--- src/rtl/riscv_lsu.sv ---
// riscv_lsu: load/store unit between the MEM stage and a variable-latency data memory.
// It aligns the address, builds byte enables and replicated store data, and runs a
// request/grant/response handshake while stalling the pipeline. Load data is
// extracted from its byte lanes and sign- or zero-extended.

`ifndef RISCV_LITTLE_ENDIAN
`define RISCV_LITTLE_ENDIAN 0
`endif
`ifndef RISCV_BIG_ENDIAN
`define RISCV_BIG_ENDIAN 1
`endif

module riscv_lsu #(
    parameter int MP_DATA_WIDTH = 32,
    parameter int MP_ADDR_WIDTH = 32,
    parameter int MP_ENDIANESS  = `RISCV_BIG_ENDIAN
) (
    input  logic                       iclk,
    input  logic                       irstn,
    input  logic                       ireq_valid,
    input  logic                       ireq_we,
    input  logic [1:0]                 ireq_size,
    input  logic                       ireq_unsigned,
    input  logic [MP_ADDR_WIDTH-1:0]   ireq_addr,
    input  logic [MP_DATA_WIDTH-1:0]   ireq_wdata,
    input  logic [4:0]                 ird,
    output logic                       ostall,
    output logic                       ords_valid,
    output logic [4:0]                 ords_rd,
    output logic [MP_DATA_WIDTH-1:0]   ords_data,
    output logic                       omisaligned,
    output logic                       oerr,
    output logic                       omem_req,
    output logic                       omem_we,
    output logic [MP_ADDR_WIDTH-1:0]   omem_addr,
    output logic [MP_DATA_WIDTH/8-1:0] omem_be,
    output logic [MP_DATA_WIDTH-1:0]   omem_wdata,
    input  logic                       imem_gnt,
    input  logic                       imem_rvalid,
    input  logic [MP_DATA_WIDTH-1:0]   imem_rdata,
    input  logic                       imem_err
);

    localparam int NB = MP_DATA_WIDTH / 8;
    localparam int LW = $clog2(NB);

    typedef enum logic [1:0] {IDLE, REQ, WAIT, DONE} state_t;

    state_t                     state_q, state_d;
    logic [MP_ADDR_WIDTH-1:0]   addr_q;
    logic                       we_q;
    logic [NB-1:0]              be_q;
    logic [MP_DATA_WIDTH-1:0]   wdata_q;
    logic [1:0]                 size_q;
    logic                       uns_q;
    logic [LW-1:0]              first_q;
    logic [4:0]                 rd_q;
    logic                       err_q;
    logic [MP_DATA_WIDTH-1:0]   data_q;

    logic [LW-1:0]              offset;
    logic [3:0]                 nBytes;
    logic [3:0]                 firstLane;
    logic                       misaligned;
    logic [NB-1:0]              beMask;
    logic [NB-1:0]              beNew;
    logic [MP_DATA_WIDTH-1:0]   wdataRep;
    logic                       reqLive;
    logic                       accept;
    logic [MP_DATA_WIDTH-1:0]   shifted;
    logic [MP_DATA_WIDTH-1:0]   fieldMask;
    logic                       signBit;
    logic [MP_DATA_WIDTH-1:0]   loadFmt;

    // A request held during reset must not stall or be flagged, so reset masks it.
    assign reqLive = ireq_valid & irstn;
    assign accept  = (state_q == IDLE) & reqLive & ~misaligned;

    // Decode the incoming request: alignment check, first byte lane, enables and replicated data.
    always_comb begin
        offset    = ireq_addr[LW-1:0];
        nBytes    = 4'd1 << ireq_size;
        firstLane = (MP_ENDIANESS == `RISCV_BIG_ENDIAN) ? (4'(NB) - nBytes - 4'(offset))
                                                       : 4'(offset);
        misaligned = 1'b0;
        beMask     = '1;
        wdataRep   = ireq_wdata;
        case (ireq_size)
            2'd0: begin
                beMask   = NB'(1);
                wdataRep = {NB{ireq_wdata[7:0]}};
            end
            2'd1: begin
                misaligned = offset[0];
                beMask     = NB'(3);
                wdataRep   = {(NB/2){ireq_wdata[15:0]}};
            end
            2'd2: begin
                misaligned = |offset[1:0];
                beMask     = NB'(15);
                wdataRep   = {(NB/4){ireq_wdata[31:0]}};
            end
            default: begin
                misaligned = (NB == 4) || (|offset);
            end
        endcase
        beNew = beMask << firstLane[LW-1:0];
    end

    // Shift the addressed field down to bit 0 and sign- or zero-extend it.
    always_comb begin
        shifted   = imem_rdata >> {first_q, 3'b000};
        fieldMask = '1;
        signBit   = shifted[MP_DATA_WIDTH-1];
        case (size_q)
            2'd0: begin
                fieldMask = MP_DATA_WIDTH'(8'hFF);
                signBit   = shifted[7];
            end
            2'd1: begin
                fieldMask = MP_DATA_WIDTH'(16'hFFFF);
                signBit   = shifted[15];
            end
            2'd2: begin
                fieldMask = MP_DATA_WIDTH'(32'hFFFF_FFFF);
                signBit   = shifted[31];
            end
            default: ;
        endcase
        loadFmt = (shifted & fieldMask) | ((~uns_q & signBit) ? ~fieldMask : '0);
    end

    // State register; reset abandons any access in flight.
    always_ff @(posedge iclk or negedge irstn) begin
        if (!irstn) state_q <= IDLE;
        else        state_q <= state_d;
    end

    // Next-state logic and the handshake/stall outputs.
    always_comb begin
        state_d     = state_q;
        omem_req    = 1'b0;
        ostall      = 1'b0;
        ords_valid  = 1'b0;
        oerr        = 1'b0;
        omisaligned = 1'b0;
        case (state_q)
            IDLE: begin
                omisaligned = reqLive & misaligned;
                ostall      = accept;
                if (accept) state_d = REQ;
            end
            REQ: begin
                omem_req = 1'b1;
                ostall   = 1'b1;
                if (imem_gnt) state_d = we_q ? DONE : WAIT;
            end
            WAIT: begin
                ostall = 1'b1;
                if (imem_rvalid) state_d = DONE;
            end
            DONE: begin
                ords_valid = ~we_q & ~err_q;
                oerr       = err_q;
                state_d    = IDLE;
            end
            default: state_d = IDLE;
        endcase
    end

    // Capture the request on accept, then the store error or the formatted load result.
    always_ff @(posedge iclk or negedge irstn) begin
        if (!irstn) begin
            addr_q  <= '0;
            we_q    <= 1'b0;
            be_q    <= '0;
            wdata_q <= '0;
            size_q  <= 2'd0;
            uns_q   <= 1'b0;
            first_q <= '0;
            rd_q    <= 5'd0;
            err_q   <= 1'b0;
            data_q  <= '0;
        end else begin
            if (accept) begin
                addr_q  <= {ireq_addr[MP_ADDR_WIDTH-1:LW], {LW{1'b0}}};
                we_q    <= ireq_we;
                be_q    <= beNew;
                wdata_q <= wdataRep;
                size_q  <= ireq_size;
                uns_q   <= ireq_unsigned;
                first_q <= firstLane[LW-1:0];
                rd_q    <= ird;
                err_q   <= 1'b0;
            end
            if ((state_q == REQ) && imem_gnt && we_q) begin
                err_q <= imem_err;
            end
            if ((state_q == WAIT) && imem_rvalid) begin
                data_q <= loadFmt;
                err_q  <= imem_err;
            end
        end
    end

    assign omem_we    = (state_q == REQ) & we_q;
    assign omem_be    = (state_q == REQ) ? be_q : '0;
    assign omem_addr  = addr_q;
    assign omem_wdata = wdata_q;
    assign ords_rd    = rd_q;
    assign ords_data  = data_q;

endmodule

--- config.mk ---
export PLATFORM = sky130hd
export DESIGN_NAME = riscv_lsu
export DESIGN_NICKNAME = d
export VERILOG_FILES = /design/src/rtl/riscv_lsu.sv
export SDC_FILE = /design/constraint.sdc
export NUM_CORES = 1
export LEC_CHECK = 0
export CAP_MARGIN = 20
export CORE_ASPECT_RATIO = 1.5
export CORE_MARGIN = 2
export CORE_UTILIZATION = 40
export DETAILED_ROUTE_END_ITERATION = 10
export PLACE_DENSITY = 0.78
export SYNTH_ARGS = -nofsm -noshare
export SYNTH_HDL_FRONTEND = slang
export SYNTH_SLANG_ARGS = --single-unit
--- constraint.sdc ---
create_clock -name iclk -period 4.8 [get_ports iclk]
set_input_delay 0.96 -clock iclk [delete_from_list [all_inputs] [get_ports iclk]]
set_output_delay 0.96 -clock iclk [all_outputs]
set_load 0.02 [all_outputs]
; Word-level counts from Yosys, hierarchy flattened
; Cells that the tools add are included.
[word_totals]
output_inout_bits = 111
register_bits = 112
[op_classes]
eq_ne = 9
n_addsub = 2
n_reduce_logical = 10
n_shift = 3
muxes = 20
n_bitwise = 14
[op_table]
columns = op, count
row1 = one-hot mux 32 bit (2 select lines), 2
row2 = AND 32 bit, 1
row3 = two-way mux 32 bit, 1
row4 = inverter 32 bit, 1
row5 = bitwise OR 32 bit, 1
row6 = >> shifter 32 x 5 -> 32 bit, 1
row7 = two-way mux 1 bit, 8
row8 = one-hot mux 2 bit (4 select lines), 1
row9 = one-hot mux 4 bit (2 select lines), 1
row10 = AND 1 bit, 7
row11 = "== test 2 x 1 -> 1 bit, second input constant", 3
row12 = "== test 2 bit, second input constant", 3
row13 = logical NOT 2 bit, 3
row14 = two-way mux 2 bit, 3
row15 = "!= test 2 bit, second input constant", 3
row16 = two-way mux 4 bit, 1
row17 = inverter 1 bit, 4
row18 = one-hot mux 1 bit (2 select lines), 2
row19 = OR reduction 2 bit, 2
row20 = << shifter 4 x 2 -> 4 bit, 1
row21 = logical AND 1 bit, 3
row22 = one-hot mux 1 bit (3 select lines), 1
row23 = AND reduction 3 bit, 1
row24 = nonzero test 3 bit, 1
row25 = 3 further kinds, 3

; Depth between registers and ports, before layout
[depth]
depth_word = 7
depth_mapped = 9

; Least setup slack after synthesis
; No wires, ideal clock.
[synth_timing]
kind = input-to-output
from = in ireq_size[0]
to = out ostall
t_arrival_ps = 2233
setup_slack_ps = 1607
stages = 7
cell_sequence = buf_2 a21oi_1 o21bai_1 buf_2 buf_2 buf_2 a21oi_1
[synth_between]
elab_chain_cells = 5
word_cells_on_any_way = 7
[synth_rtl]
columns = element, line
row1 = start: declaration, 22  ; input logic [1:0] ireq_size,
row2 = "== test 2 bit, or another cell as far along", 88  ; case (ireq_size)
row3 = one-hot mux 1 bit (3 select lines) *, 88
row4 = inverter 1 bit *, 77  ; assign accept = (state_q == IDLE) & reqLive & ~misaligned;
row5 = AND 1 bit *, 77
row6 = one-hot mux 1 bit (2 select lines) *, 147  ; case (state_q)
row7 = end: declaration, 27  ; output logic ostall,
; Every way passes the cells marked *; elsewhere a longest branch is shown, timed or not.

; Worst setup path after layout
; Same ends and word-level chain as after synthesis.

==> run metrics <==
P_leak 3.41 nW; CP peak stage delay 0.62 ns; area share of and/or/nand/nor cells after synthesis 0.0792; share of cells above drive strength 1 0.0541; first-pass GRT wire length 23100 um; fin crit share 0.793; Worst Skew 0.00512 ns; ys flop type dfrtp_1; Critical Path Fanout Max 16; top post-synthesis cells by area dfrtp_1 (53%), mux2_1 (11%), mux2i_1 (7.8%); Die Y 144 um; Critical Path, Cell by Cell clkdlybuf4s50_1, buf_4, nor3_1, o21bai_4, a21oi_1, clkdlybuf4s50_1; Longest Clk Path Bufs 2; routability cong. 0.818; combinational family with the most area after synthesis multiplexers; mean area per synthesized cell 11.6 um^2; Max-slew headroom 0.241; number of routed nets with antenna violations 0; fin crit period 3.81 ns; # port buffers 219; Root Driver clkbuf_16; PwrDens 625 nW/um^2; DRC viols 0; number of enable flip-flop cells after synthesis 0; starting density of the core 0.408; TritonCTS Buffers 9; Clock Latency Late Sink 0.34 ns; initial drt markers 155; fmax 0.263 GHz; die area 14100 um^2; First-pass DRT Iterations 6; area fraction of the dominant cell type after synthesis 0.532; Synth Area in XOR/XNOR 0.00499; share of the yosys chip area belonging to registers 0.532; status complete, no violations; setup TNS 0 ns; final net count 779; Placed Area 7560 um^2; vias in the first global route 4649; Max Cap Viol 0; Yosys reg bits 112; Synth-to-Final Area Change 49.6%; Post-CTS Hold Fix Bufs 0; fraction of registers with async set/reset 1.00; Core Box Area 12900 um^2; YS warnings 0; CTS tree built; post-synthesis compound-gate area fraction 0.126; routed len/inst 17.5 um; CP required 3.84 ns; largest net degree at the start of global routing 84; detailed placement HPWL 11000 um; initial antenna violation count 0; Critical Path Slowest Stage Cell clkdlybuf4s50_1; Tightest Pin Transition 1.14 ns; leading cell type in the layout, fill and taps excluded clkdlybuf4s50_1; RSZ-0062 raised after global routing false; adder-cell share of the synthesized area 0.0143; WL final 14400 um; Ports 222; grt total ovfl 0; Setup violations, final 0; Worst Path Arrival 2.85 ns; multiplexer share of the synthesized area 0.205; Worst VDD drop 335 uV; post-CTS setup buffer count 0; Yosys cell types 40; via count 4325; post-route cell area 7870 um^2; Worst setup SP type input pin; post-CTS resize count 0; WS Path Type input pin to output port; clk sinks 112; CTS clk-pin slew, worst paths 0.07 ns; Die X 97.7 um; Antenna Cells 0; max-slew violations 0; Synth Instances 455; Hold Fails Final Rpt 0; crit end category output port; gr usage total 0.203; cell taking the most area after synthesis dfrtp_1; Core Rows 51; most frequent cells in the layout clkdlybuf4s50_1 (218), dfrtp_1 (112), mux2_1 (50); vias per cell 5.24; worst hold path type flip-flop to flip-flop; Cell Area, Synth 5260 um^2; Worst path most repeated cell clkdlybuf4s50_1; CTS H-tree lvls 3; fillcell total 1059
==> stage by stage <==
stage / utilization / hold WS, ns / instances / setup WS (ns) / power, mW
after floorplan: - / 0.442 / 456 / 1.61 / 2.97
after global placement: 0.587 / 0.460 / 810 / 1.08 / 4.11
after detailed placement: 0.587 / 0.470 / 810 / 1.03 / 4.19
after CTS: 0.611 / 0.486 / 825 / 1.02 / 4.97
after global routing: 0.611 / 0.500 / 825 / 0.906 / 5.20
final: 0.611 / 0.481 / 825 / 0.993 / 4.92
==> cells by family (layout without fill, tap and decap cells) <==
| family | after synthesis | after routing |
|---|---|---|
| flip-flops | 112 | 112 |
| AO/OA/AOI/OAI | 99 | 99 |
| multiplexers | 99 | 99 |
| AND/OR/NAND/NOR | 94 | 94 |
| buffers and inverters | 41 | 251 |
| adder cells (fa/ha/maj) | 6 | 6 |
| XOR/XNOR | 3 | 3 |
| other | 1 | 2 |
==> state kept, by name (all words and copies together), names as in the netlist <==
signal,flops
state_q,2
omem_wdata,32
be_q,4
first_q,2
err_q,1
ords_rd,5
we_q,1
omem_addr,30
ords_data,32
size_q,2
uns_q,1
==> layer usage <==
| metal | GRT usage | wire length (um) | vias to the layer above |
|---|---|---|---|
| met5 | 0 | 0 | - |
| met4 | 0.0643 | 314 | 0 |
| met2 | 0.388 | 7920 | 152 |
| met1 | 0.216 | 5230 | 2136 |
| li1 | - | - | 2015 |
| met3 | 0.0536 | 949 | 22 |
==> Yosys cell counts (2+ instances only) <==
cell / instances
xnor2_1: 2
clkbuf_1: 11
ha_1: 6
buf_6: 2
mux2_2: 6
inv_1: 9
nor3_1: 3
and2_1: 6
a31oi_1: 2
o211ai_1: 7
o211a_1: 8
nor3b_1: 2
nand2b_1: 2
nand2_1: 48
buf_4: 2
mux2i_1: 41
buf_2: 16
dfrtp_1: 112
nor2_2: 2
a221o_1: 16
o21ai_0: 20
nor2b_1: 5
nor2_1: 21
mux2_1: 50
a21oi_1: 19
o21ai_1: 21
nand3_1: 3
==> worst max-delay path: cells and delay by family <==
kind	cells	cell delay (ns)
buffers and inverters	3	1.23
AND/OR/NAND/NOR	1	0.40
AO/OA/AOI/OAI	2	0.26
==> path summary, 6_finish.rpt <==
check                                   from            end  slack (ns)  cells after the start
max in group asynchronous              irstn  ords_data[12]        2.81                      3
min in group asynchronous              irstn     state_q[1]        0.73                      2
worst min-delay path                 be_q[1]        be_q[1]        0.48                      2
worst max register to register    state_q[0]  ords_data[30]        2.12                      7
worst min register to register       be_q[1]        be_q[1]        0.48                      2
worst max-delay path            ireq_size[0]         ostall        0.99                      6
==> area by class of cell <==
cell class / count / area (um^2) / area share
clock buffer: 13 / 270 / 0.0343
inverter: 9 / 33.8 / 0.00429
clock inverter: 2 / 37.5 / 0.00477
timing repair buffer: 227 / 2250 / 0.286
sequential: 112 / 2800 / 0.356
tap: 159 / 199 / 0.0253
multi-input combinational: 303 / 2280 / 0.290
==> where the power goes <==
group	switching, mW	leakage [nW]	internal, mW
sequential	0.303	1.38	1.39
combinational	1.22	1.88	1.24
clock	0.323	0.148	0.445
No activity file was read; power rests on OpenSTA's default activity.
